===== src/rtl/pipe_hazard_ctrl_pkg.sv =====
// Shared types for the pipeline sequencing controller:
// FSM states, forward-select codes and the shadow entry.
package pipe_hazard_ctrl_pkg;

  typedef enum logic [1:0] {
    RUN    = 2'd0,
    DRAIN  = 2'd1,
    HALTED = 2'd2
  } state_t;

  localparam logic [1:0] FWD_RF    = 2'd0;
  localparam logic [1:0] FWD_EXMEM = 2'd1;
  localparam logic [1:0] FWD_MEMWB = 2'd2;

  typedef struct packed {
    logic       valid;
    logic [3:0] dst;
    logic       load;
  } shEntry_t;

  function automatic logic srcHit(
    input logic [3:0] addr,
    input logic       en,
    input shEntry_t   e
  );
    return e.valid & (e.dst == addr) & en;
  endfunction

endpackage


===== src/rtl/pipe_hazard_ctrl_if.sv =====
// Decode-side bundle between the ID stage and the
// hazard controller.
interface pipe_hazard_ctrl_if;
  logic [3:0] i_rdReg1;
  logic [3:0] i_rdReg2;
  logic       i_rdReg1En;
  logic       i_rdReg2En;
  logic [3:0] i_wrReg;
  logic       i_wrRegEn;
  logic       i_memRd;
  logic       i_sawBr;
  logic       i_sawJ;
  logic       i_hlt;
  logic       o_stall;
  logic       o_flush;
  logic [1:0] o_fwdSel1;
  logic [1:0] o_fwdSel2;
  logic       o_halted;

  modport master (
    output i_rdReg1, i_rdReg2, i_rdReg1En, i_rdReg2En,
    output i_wrReg, i_wrRegEn, i_memRd,
    output i_sawBr, i_sawJ, i_hlt,
    input  o_stall, o_flush, o_fwdSel1, o_fwdSel2,
    input  o_halted
  );

  modport slave (
    input  i_rdReg1, i_rdReg2, i_rdReg1En, i_rdReg2En,
    input  i_wrReg, i_wrRegEn, i_memRd,
    input  i_sawBr, i_sawJ, i_hlt,
    output o_stall, o_flush, o_fwdSel1, o_fwdSel2,
    output o_halted
  );
endinterface


===== src/rtl/pipe_shadow_reg.sv =====
// Shadow copy of in-flight writes in EX, MEM and WB;
// a bubble enters EX whenever nothing issues.
module pipe_shadow_reg
  import pipe_hazard_ctrl_pkg::*;
(
  input  logic     clk,
  input  logic     rst,
  input  logic     issue,
  input  shEntry_t newEnt,
  output shEntry_t shEx,
  output shEntry_t shMem,
  output shEntry_t shWb
);

  always_ff @(posedge clk) begin
    if (rst) begin
      shEx  <= '0;
      shMem <= '0;
      shWb  <= '0;
    end else begin
      shEx  <= issue ? newEnt : '0;
      shMem <= shEx;
      shWb  <= shMem;
    end
  end

endmodule


===== src/rtl/pipe_hazard_ctrl.sv =====
// Stall, flush, forward-select and halt-drain control
// for the five-stage core.
module pipe_hazard_ctrl
  import pipe_hazard_ctrl_pkg::*;
#(
  parameter bit FWD       = 1'b1,
  parameter bit RF_BYPASS = 1'b1
) (
  input  logic               i_clk,
  input  logic               i_rst,
  pipe_hazard_ctrl_if.slave  bus
);

  state_t   state, stateNxt;
  shEntry_t shEx, shMem, shWb, newEnt;
  logic     hazard, issue, empty;
  logic     m1Ex, m2Ex, m1Mem, m2Mem, m1Wb, m2Wb;
  logic [1:0] sel1, sel2;

  assign m1Ex  = srcHit(bus.i_rdReg1, bus.i_rdReg1En, shEx);
  assign m2Ex  = srcHit(bus.i_rdReg2, bus.i_rdReg2En, shEx);
  assign m1Mem = srcHit(bus.i_rdReg1, bus.i_rdReg1En, shMem);
  assign m2Mem = srcHit(bus.i_rdReg2, bus.i_rdReg2En, shMem);
  assign m1Wb  = srcHit(bus.i_rdReg1, bus.i_rdReg1En, shWb);
  assign m2Wb  = srcHit(bus.i_rdReg2, bus.i_rdReg2En, shWb);

  always_comb begin
    hazard = 1'b0;
    if (FWD)
      hazard = (m1Ex | m2Ex) & shEx.load;
    else
      hazard = m1Ex | m2Ex | m1Mem | m2Mem;
    if (!RF_BYPASS)
      hazard = hazard | m1Wb | m2Wb;
  end

  // r0 is hard-wired, so writing it never produces a hazard
  assign newEnt = '{
    valid: bus.i_wrRegEn & (bus.i_wrReg != 4'd0),
    dst:   bus.i_wrReg,
    load:  bus.i_memRd
  };

  assign issue = (state == RUN) & ~hazard & ~bus.i_hlt;
  assign empty = ~(shEx.valid | shMem.valid | shWb.valid);

  pipe_shadow_reg uShadow (
    .clk    (i_clk),
    .rst    (i_rst),
    .issue  (issue),
    .newEnt (newEnt),
    .shEx   (shEx),
    .shMem  (shMem),
    .shWb   (shWb)
  );

  always_ff @(posedge i_clk) begin
    if (i_rst) state <= RUN;
    else       state <= stateNxt;
  end

  always_comb begin
    stateNxt = state;
    unique case (state)
      RUN:     if (bus.i_hlt & ~hazard) stateNxt = DRAIN;
      DRAIN:   if (empty) stateNxt = HALTED;
      HALTED:  stateNxt = HALTED;
      default: stateNxt = RUN;
    endcase
  end

  always_comb begin
    bus.o_stall  = 1'b1;
    bus.o_flush  = 1'b0;
    bus.o_halted = 1'b0;
    unique case (state)
      RUN: begin
        bus.o_stall = hazard;
        bus.o_flush = (bus.i_sawBr | bus.i_sawJ) & ~hazard;
      end
      DRAIN:   bus.o_stall  = 1'b1;
      HALTED:  bus.o_halted = 1'b1;
      default: bus.o_stall  = 1'b1;
    endcase
  end

  // youngest producer wins: EX/MEM result before MEM/WB
  function automatic logic [1:0] pickSel(
    input logic hitEx,
    input logic hitMem
  );
    if (hitEx & ~shEx.load) return FWD_EXMEM;
    if (hitMem)             return FWD_MEMWB;
    return FWD_RF;
  endfunction

  always_ff @(posedge i_clk) begin
    if (i_rst) begin
      sel1 <= FWD_RF;
      sel2 <= FWD_RF;
    end else if (FWD && issue) begin
      sel1 <= pickSel(m1Ex, m1Mem);
      sel2 <= pickSel(m2Ex, m2Mem);
    end else begin
      sel1 <= FWD_RF;
      sel2 <= FWD_RF;
    end
  end

  assign bus.o_fwdSel1 = sel1;
  assign bus.o_fwdSel2 = sel2;

endmodule


===== src/flat_wrapper.sv =====
// flat-port wrapper written by rule: the top's interface ports become plain ports
module pipe_hazard_ctrl_flat import pipe_hazard_ctrl_pkg::*;
#(
  parameter bit FWD       = 1'b1,
  parameter bit RF_BYPASS = 1'b1
)
  (i_clk, i_rst, bus_i_rdReg1, bus_i_rdReg2, bus_i_rdReg1En, bus_i_rdReg2En, bus_i_wrReg, bus_i_wrRegEn, bus_i_memRd, bus_i_sawBr, bus_i_sawJ, bus_i_hlt, bus_o_stall, bus_o_flush, bus_o_fwdSel1, bus_o_fwdSel2, bus_o_halted);
  pipe_hazard_ctrl_if bus_i ();
  input  logic i_clk;
  input  logic i_rst;
  input wire logic [$bits(bus_i.i_rdReg1)-1:0] bus_i_rdReg1;
  input wire logic [$bits(bus_i.i_rdReg2)-1:0] bus_i_rdReg2;
  input wire logic [$bits(bus_i.i_rdReg1En)-1:0] bus_i_rdReg1En;
  input wire logic [$bits(bus_i.i_rdReg2En)-1:0] bus_i_rdReg2En;
  input wire logic [$bits(bus_i.i_wrReg)-1:0] bus_i_wrReg;
  input wire logic [$bits(bus_i.i_wrRegEn)-1:0] bus_i_wrRegEn;
  input wire logic [$bits(bus_i.i_memRd)-1:0] bus_i_memRd;
  input wire logic [$bits(bus_i.i_sawBr)-1:0] bus_i_sawBr;
  input wire logic [$bits(bus_i.i_sawJ)-1:0] bus_i_sawJ;
  input wire logic [$bits(bus_i.i_hlt)-1:0] bus_i_hlt;
  output wire logic [$bits(bus_i.o_stall)-1:0] bus_o_stall;
  output wire logic [$bits(bus_i.o_flush)-1:0] bus_o_flush;
  output wire logic [$bits(bus_i.o_fwdSel1)-1:0] bus_o_fwdSel1;
  output wire logic [$bits(bus_i.o_fwdSel2)-1:0] bus_o_fwdSel2;
  output wire logic [$bits(bus_i.o_halted)-1:0] bus_o_halted;
  assign bus_i.i_rdReg1 = bus_i_rdReg1;
  assign bus_i.i_rdReg2 = bus_i_rdReg2;
  assign bus_i.i_rdReg1En = bus_i_rdReg1En;
  assign bus_i.i_rdReg2En = bus_i_rdReg2En;
  assign bus_i.i_wrReg = bus_i_wrReg;
  assign bus_i.i_wrRegEn = bus_i_wrRegEn;
  assign bus_i.i_memRd = bus_i_memRd;
  assign bus_i.i_sawBr = bus_i_sawBr;
  assign bus_i.i_sawJ = bus_i_sawJ;
  assign bus_i.i_hlt = bus_i_hlt;
  assign bus_o_stall = bus_i.o_stall;
  assign bus_o_flush = bus_i.o_flush;
  assign bus_o_fwdSel1 = bus_i.o_fwdSel1;
  assign bus_o_fwdSel2 = bus_i.o_fwdSel2;
  assign bus_o_halted = bus_i.o_halted;
  pipe_hazard_ctrl #(.FWD(FWD), .RF_BYPASS(RF_BYPASS)) u_core (.i_clk(i_clk), .i_rst(i_rst), .bus(bus_i));
endmodule

===== config.mk =====
export PLATFORM = sky130hd
export DESIGN_NAME = pipe_hazard_ctrl_flat
export DESIGN_NICKNAME = d
export VERILOG_FILES = /design/src/rtl/pipe_hazard_ctrl_pkg.sv /design/src/rtl/pipe_hazard_ctrl_if.sv /design/src/rtl/pipe_shadow_reg.sv /design/src/rtl/pipe_hazard_ctrl.sv /design/src/flat_wrapper.sv
export SDC_FILE = /design/constraint.sdc
export NUM_CORES = 1
export LEC_CHECK = 0
export CAP_MARGIN = 20
export CORE_UTILIZATION = 40
export DETAILED_ROUTE_END_ITERATION = 12
export PLACE_DENSITY = 0.79
export REMOVE_ABC_BUFFERS = 1
export SKIP_LAST_GASP = 1
export SYNTH_ARGS = -nofsm -noshare
export SYNTH_HDL_FRONTEND = slang
export SYNTH_SLANG_ARGS = --single-unit

===== constraint.sdc =====
create_clock -name i_clk -period 1.39 [get_ports i_clk]
set_input_delay 0.2085 -clock i_clk [delete_from_list [all_inputs] [get_ports i_clk]]
set_output_delay 0.2085 -clock i_clk [all_outputs]
set_load 0.05 [all_outputs]

# Yosys cells after proc, flatten, opt, wreduce, memory -nomap -nowiden
# Index checks and enable logic that the tools add are counted.
# totals
elab_cells,73
reg_bits,18
# classes
n_bitwise,24
eq_ne,8
reduce_logical,4
n_mux,28
# ops
cell,count
2-to-1 mux 2 bit,10
2-to-1 mux 1 bit,17
AND 1 bit,16
== test 4 bit,4
case mux 2 bit (3 select lines),1
!= test 2 bit (second input constant),2
inverter 1 bit,4
OR 1 bit,4
nonzero test 4 bit,1
== test 2 x 1 -> 1 bit (second input constant),1
== test 2 bit (second input constant),1
logical NOT 2 bit,1
AND reduction 2 bit,1
OR reduction 2 bit,1

# Logic depth before layout (Yosys ltp)
# Gate-level depths: netlist of the first run.
# depth
depth_word,15
depth_mapped,7

# Modules after synthesis
# A second synthesis of the first run with hierarchy kept.
# hier_totals
cells_unflattened,99
hier_area_um2,1064.8
# by_module_without_submodules
module,seq_area_each_um2,cells_per_inst,instances,area_per_inst_um2
pipe_hazard_ctrl,120.1,62,1,553.0
pipe_shadow_reg,360.3,37,1,511.7

# Least setup slack after synthesis of the first run
# OpenSTA, ideal clock, no wires.
# synth_path
path_kind,register to output
startpoint,register u_core.uShadow.shEx[4] (netlist name)
endpoint,output bus_o_flush
required_ns,1.182
path_buffers,0
setup_slack_ns,-0.814
arrival_ns,1.995
path_stages_with_launch,6
path_cell_list,dfxtp_1 -> xor2_1 -> and4b_4 -> a22oi_2 -> nand2_1 -> nor2_1
# synth_between
elab_chain_len,8
elab_cells_between_ends,11
classes_between,eq/ne (2); mux (1); bitwise (8)
# synth_lines
element,line,text
== test 4 bit,pipe_hazard_ctrl_pkg.sv:26,return e.valid & (e.dst == addr) & en;
AND 1 bit (2 in a row),pipe_hazard_ctrl_pkg.sv:26,
OR 1 bit (*),pipe_hazard_ctrl.sv:30,hazard = (m1Ex | m2Ex) & shEx.load;
AND 1 bit (*),pipe_hazard_ctrl.sv:30,
inverter 1 bit (*),pipe_hazard_ctrl.sv:79,bus.o_flush = (bus.i_sawBr | bus.i_sawJ) & ~hazard;
AND 1 bit (*),pipe_hazard_ctrl.sv:79,
2-to-1 mux 1 bit (*),pipe_hazard_ctrl.sv:76,unique case (state)
"end, declared",flat_wrapper.sv:22,output wire logic [$bits(bus_i.o_flush)-1:0] bus_o_flush;
# Every way passes the cells marked *; elsewhere a longest branch is shown, timed or not.

# Final worst setup path of the first run
# layout_path
startpoint,register u_core.uShadow.shEx[4] (netlist name)
endpoint,output bus_o_flush
# layout_between
elab_chain_len,8
elab_cells_between_ends,11
classes_between,eq/ne (2); mux (1); bitwise (8)
# layout_lines
element,line
== test 4 bit,pipe_hazard_ctrl_pkg.sv:26
AND 1 bit (2 in a row),pipe_hazard_ctrl_pkg.sv:26
OR 1 bit (*),pipe_hazard_ctrl.sv:30
AND 1 bit (*),pipe_hazard_ctrl.sv:30
inverter 1 bit (*),pipe_hazard_ctrl.sv:79
AND 1 bit (*),pipe_hazard_ctrl.sv:79
2-to-1 mux 1 bit (*),pipe_hazard_ctrl.sv:76
# Marks and branches as above.

==> summary.txt, run 1 <==
adder-cell share of the synthesized area -> 4.412%
Worst Hold Depth -> 2
Fin. Hold Viols -> 0
pre-CTS WS -> -0.6608 ns
Final GP Congestion -> 0.8137
Worst-path clk slew -> 0.11 ns
antenna violations before repair -> 0
Worst-Margin Slew -> 0.3642 ns
layout cells sized above 1 -> 38.97%
Max Cap Violations -> 0
root buffer cell -> clkbuf_4
Slew Viols, Final -> 0
worst-case clock buffer depth -> 2
reg2reg path depth -> 7
failing checks -> setup timing
CTS tree -> yes
Clk Latency, worst-skew pair -> 0.30 ns
Detailed Routing Iterations Pass 1 -> 4
largest net degree at the start of global routing -> 11
DRT iter0 DRCs -> 14
Post-synth EDFFs -> 0
Lkg Pwr -> 0.6563 nW
synthesized-area fraction occupied by and/or/nand/nor cells -> 27.06%
Worst setup EP type -> output port
first-pass GRT wire length -> 3836 µm
diode count -> 0
ys async rst share -> 0%
initial core utilization -> 42.93%
commonest non-fill, non-tap cell in the layout -> clkdlybuf4s50_1
fillers -> 118
VDD IR max -> 0.6751 mV
Congestion Overflow GR -> 0
part of the Yosys area used for sequential elements -> 42.35%
Die X -> 48.12 µm
Worst setup SP type -> register
post-synthesis compound-gate area fraction -> 7.941%
Inserted Clock Buffers -> 3
multiplexer share of the synthesized area -> 0%
io pins -> 28
outcome -> finished with violations
final worst path period need -> 1.933 ns
area grow syn2layout -> 79.12%
Power Density -> 896.0 mW/mm²
detailed-placement wirelength estimate -> 1769 µm
CP arrival -> 1.72 ns
most frequent cells in the layout -> clkdlybuf4s50_1 (17), buf_4 (16), dfxtp_1 (14), xor2_1 (11)
dpl cell area -> 0.001323 mm²
kind of critical path -> register to output port
H-Tree Depth -> 1
gr usage total -> 25.23%
required time of the critical path -> 1.18 ns
xor and xnor area share after synthesis -> 16.47%
Detail Route Antenna Nets -> 0
routed length per instance -> 16.98 µm
ys flop type -> dfxtp_1
WL final -> 2768 µm
die area -> 0.002316 mm²
Yosys reg bits -> 18
Max-slew headroom -> 75.50%
total number of yosys warnings -> 0
drc violations -> 0
Port-buffer cells -> 27
row count -> 16
Syn Inst Count -> 85
drt via density -> 5.147
# clock sinks -> 18
Avg Cell Area, Syn -> 10.01 µm²
Fmax -> 517.4 MHz
vias in the first global route -> 810
Die Y-Extent -> 48.12 µm
Setup WS post-layout -> -0.5426 ns
Synth cell types -> 26
final setup fails -> 13
Tcrit/Tclk final -> 139.0%
Design Area, Final -> 0.001524 mm²
Worst Hold Class -> input pin to register
unrepaired setup endpoints after global routing -> true
core area -> 0.001982 mm²
Final nets -> 161
largest family of logic cells by synthesized area -> simple AND/OR/NAND/NOR gates
worst-path fanout max -> 3
cell area after synthesis -> 850.8 µm²
skew final -> 0.005553 ns
vias -> 839
-- per-layer routing --
layer | global-route usage (%) | part of all wire, % | vias to the layer above
met5 | 0 | 0 | -
met4 | 10.56 | 4.4 | 0
met3 | 2.593 | 4.0 | 17
met2 | 47.30 | 53 | 39
met1 | 28.90 | 39 | 396
li1 | - | - | 387
-- cell families (layout without fill, tap and decap cells) --
family | Yosys count | after routing
flip-flops | 18 | 18
XOR/XNOR | 16 | 16
AND/OR/NAND/NOR | 38 | 38
buffers and inverters | 3 | 54
adder cells (fa/ha/maj) | 3 | 3
AO/OA/AOI/OAI | 7 | 7
-- registers in the layout, indices dropped and copies added (netlist names) --
register	count
u_core.uShadow.shWb	1
u_core.state	2
u_core.bus.o_fwdSel2	2
u_core.bus.o_fwdSel1	2
u_core.uShadow.shMem	5
u_core.uShadow.shEx	6
-- power breakdown --
group          switching [mW]  internal (mW)
clock                   0.173          0.160
combinational           0.226          0.239
sequential             0.0274          0.540
-- timing repair --
item,CTS,global route
buffers inserted,5,4
gates cloned,0,0
setup endpoints to repair,14,15
hold buffers,0,0
resized for setup,18,15
pin swaps,10,7
-- path summary, 6_finish.rpt --
check | from | end | slack (ns)
worst max register to register | u_core.uShadow.shEx[4] | u_core.state[0] | -0.28
worst min register to register | u_core.uShadow.shEx[1] | u_core.uShadow.shMem[1] | 0.52
worst max-delay path | u_core.uShadow.shEx[4] | bus_o_flush | -0.54
worst min-delay path | bus_i_memRd | u_core.uShadow.shEx[0] | 0.46
-- critical path: stages (launching register included) --
cell	delay (ns)
dfxtp_4	0.41
xor2_4	0.16
and4b_4	0.23
a22oi_2	0.24
nand2_2	0.12
nor2_4	0.12
buf_12	0.15
-- Yosys cell counts, types with 2 or more instances --
| library cell | count | area, µm² |
|---|---|---|
| nor3_2 | 2 | 20.02 |
| inv_1 | 2 | 7.510 |
| xnor2_1 | 2 | 17.52 |
| dfxtp_1 | 18 | 360.4 |
| nor4_1 | 2 | 12.51 |
| o2111a_1 | 2 | 22.52 |
| and3_1 | 2 | 12.51 |
| nand2_1 | 6 | 22.52 |
| ha_1 | 3 | 37.54 |
| xor2_1 | 14 | 122.6 |
| and2_1 | 5 | 31.28 |
| nor2_1 | 7 | 26.28 |
| nor2b_1 | 7 | 43.79 |
-- cell type report --
cell class | instances | area, µm² | area share [%]
Clock buffer | 4 | 36.28 | 2.381
Inverter | 2 | 7.507 | 0.4926
Multi-Input combinational cell | 64 | 563.0 | 36.95
Sequential cell | 18 | 370.4 | 24.30
Tap cell | 27 | 33.78 | 2.217
Timing Repair Buffer | 48 | 513.0 | 33.66
-- metrics by stage --
step	TNS (ns)	power (mW)	cells	hold slack [ns]	util (%)
6_report	-3.181	1.365	163	0.4624	76.89
5_1_grt	-4.006	1.424	163	0.4677	76.89
4_1_cts	-2.404	1.311	161	0.4653	73.17
3_5_place_dp	-7.185	0.9652	152	0.4990	66.73
3_3_place_gp	-5.965	0.9465	152	0.4911	66.73
2_1_floorplan	-0.8798	0.7459	84	0.2776	-
Power figures use the tool's default switching activity.
==> inputs of run 2 (changes only) <==
--- a/config.mk
+++ b/config.mk
@@ -6,9 +6,9 @@
 export NUM_CORES = 1
 export LEC_CHECK = 0
 export CAP_MARGIN = 20
-export CORE_UTILIZATION = 40
+export CORE_UTILIZATION = 47
 export DETAILED_ROUTE_END_ITERATION = 12
-export PLACE_DENSITY = 0.79
+export PLACE_DENSITY = 0.87
 export REMOVE_ABC_BUFFERS = 1
 export SKIP_LAST_GASP = 1
 export SYNTH_ARGS = -nofsm -noshare
==> constraint.sdc (replaced) <==
create_clock -name i_clk -period 2.3 [get_ports i_clk]
set_input_delay 0.345 -clock i_clk [delete_from_list [all_inputs] [get_ports i_clk]]
set_output_delay 0.345 -clock i_clk [all_outputs]
set_load 0.05 [all_outputs]
==> summary.txt, run 2 (synthesis gave the netlist of run 1 again) <==
worst-path fanout max -> 2 (-1)
die area -> 0.001984 mm² (-14%)
commonest non-fill, non-tap cell in the layout -> clkdlybuf4s50_1
Worst Hold Class -> register to register
fillers -> 135 (+14%)
Largest Register -> u_core.uShadow.shEx
Port-buffer cells -> 27 (unchanged)
Lkg Pwr -> 0.4866 nW (-26%)
antenna violations before repair -> 0 (unchanged)
R2R setup slack -> 0.73 ns (+1.01 ns)
Power Density -> 591.9 mW/mm² (-34%)
H-Tree Depth -> 1 (unchanged)
setup TNS -> 0 ns (+3.181 ns)
kind of critical path -> input pin to output port
skew final -> 0.001005 ns (-0.004548 ns)
worst-case clock buffer depth -> 2 (unchanged)
gr usage total -> 19.56% (-5.7 points)
Fin. Hold Viols -> 0 (unchanged)
total power -> 0.7087 mW (-48%)
Worst-path clk slew -> 0.10 ns (about the same)
final setup fails -> 0 (-13)
layout cells sized above 1 -> 11.30% (-28 points)
largest registers -> u_core.uShadow.shEx x6, u_core.uShadow.shMem x5
diode count -> 0 (unchanged)
Detailed Routing Iterations Pass 1 -> 4 (unchanged)
Fmax -> 455.7 MHz
Worst-Margin Slew -> 0.4979 ns (+0.1337 ns)
Final nets -> 141 (-12%)
unrepaired setup endpoints after global routing -> false
Die X -> 44.55 µm (-7.4%)
hold path endpoint -> u_core.uShadow.shMem[4]
VDD IR max -> 0.3511 mV (-48%)
Worst Hold Depth -> 1 (-1)
largest net degree at the start of global routing -> 10 (-1)
CP arrival -> 1.85 ns (+0.13 ns)
detailed-placement wirelength estimate -> 1413 µm (-20%)
FF+latch area -> 360.3 µm² (-2.7%)
post-layout util -> 70.11% (-6.8 points)
Max Cap Violations -> 0 (unchanged)
core area -> 0.001708 mm² (-14%)
WL final -> 1741 µm (-37%)
vias -> 674 (-20%)
drc violations -> 0 (unchanged)
routed length per instance -> 12.44 µm (-27%)
Worst setup EP type -> output port
Tcrit/Tclk final -> 95.41%
CTS tree -> yes
outcome -> finished, final reports clean
DRT iter0 DRCs -> 7 (-7)
io pins -> 28 (unchanged)
min-delay src -> u_core.uShadow.shEx[4]
max reg flops -> 6 (unchanged)
CP Cell Sequence -> clkdlybuf4s50_1, xor2_1, and4b_4, a22oi_2, nand2_1, buf_4, buf_12
area of the multi-input gates -> 478.0 µm² (-15%)
Final GP Congestion -> 0.7700 (-5.4%)
max incr delay on CP -> 0.51 ns (+0.10 ns)
Max-slew headroom -> 66.70% (-8.8 points)
initial core utilization -> 49.82% (+6.9 points)
Detail Route Antenna Nets -> 0 (unchanged)
first-pass GRT wire length -> 2766 µm (-28%)
Congestion Overflow GR -> 0 (unchanged)
final worst path period need -> 2.194 ns
Worst setup SP type -> input pin
Slowest cell on crit path -> clkdlybuf4s50_1
root buffer cell -> clkbuf_4
# clock sinks -> 18 (unchanged)
area grow syn2layout -> 40.74%
required time of the critical path -> 1.96 ns (+0.78 ns)
most frequent cells in the layout -> clkdlybuf4s50_1 (25), dfxtp_1 (18), xor2_1 (14), nor2b_1 (7)
reg2reg path depth -> 5 (-2)
Reg-to-Reg End -> u_core.bus.o_fwdSel2[1]
drt via density -> 4.814 (-6.5%)
post-CTS setup buffers -> 0 (-5)
Die Y-Extent -> 44.55 µm (-7.4%)
vias in the first global route -> 649 (-20%)
RR Startpoint -> u_core.uShadow.shEx[4]
row count -> 15 (-1)
Inserted Clock Buffers -> 3 (unchanged)
Slew Viols, Final -> 0 (unchanged)
Clk Latency, worst-skew pair -> 0.30 ns (about the same)
## run 2: repair_timing
action	in CTS	in global routing
gates resized for setup	0	1
hold buffers	0	0
setup endpoints to repair	0	1
## run 2: worst max path at each step
| stage | start | end | cells past startpoint |
|---|---|---|---|
| finish | bus_i_rdReg1[3] | bus_o_stall | 7 |
| global placement | bus_i_rdReg1[3] | bus_o_flush | 7 |
| CTS | bus_i_rdReg1[3] | bus_o_flush | 7 |
| global route | bus_i_rdReg1[3] | bus_o_flush | 7 |
| detailed placement | bus_i_rdReg1[3] | bus_o_flush | 7 |
| floorplan | u_core.uShadow.shEx[4] | bus_o_flush | 5 |
## run 2: final cells by class
type / count / share of cell area (%)
multi-input combinational: 64 / 39.92
sequential: 18 / 30.09
timing repair buffer: 28 / 24.87
tap: 25 / 2.612
clock buffer: 3 / 1.881
inverter: 2 / 0.6270
## run 2: worst max-delay path: cells and delay by family
kind | cells | cell delay (ns)
XOR/XNOR | 1 | 0.18
AND/OR/NAND/NOR | 2 | 0.33
buffers and inverters | 3 | 0.80
AO/OA/AOI/OAI | 1 | 0.19
## run 2: report_power, final
part	switching, mW	internal [mW]	leakage [nW]	total, mW
registers	0.0135	0.327	0.146	0.340
clock network	0.0985	0.0612	0.0138	0.160
logic	0.103	0.106	0.326	0.209
## run 2: metrics by stage
step	hold slack [ns]	instance area (µm²)	instances	worst slack [ns]
6_report	0.5121	1197	140	0.1057
5_1_grt	0.5209	1197	140	0.01016
2_1_floorplan	0.4141	843.3	84	-0.04040
3_5_place_dp	0.4967	1172	137	0.04304
4_1_cts	0.5153	1195	140	0.04133
3_3_place_gp	0.4877	1172	137	0.06514
## run 2: per-layer routing
layer | track usage [%] | up-vias | routed length (µm)
met2 | 33.82 | 25 | 879
li1 | - | 350 | -
met5 | 0 | - | 0
met4 | 9.091 | 0 | 16
met1 | 22.98 | 297 | 753
met3 | 4.082 | 2 | 91
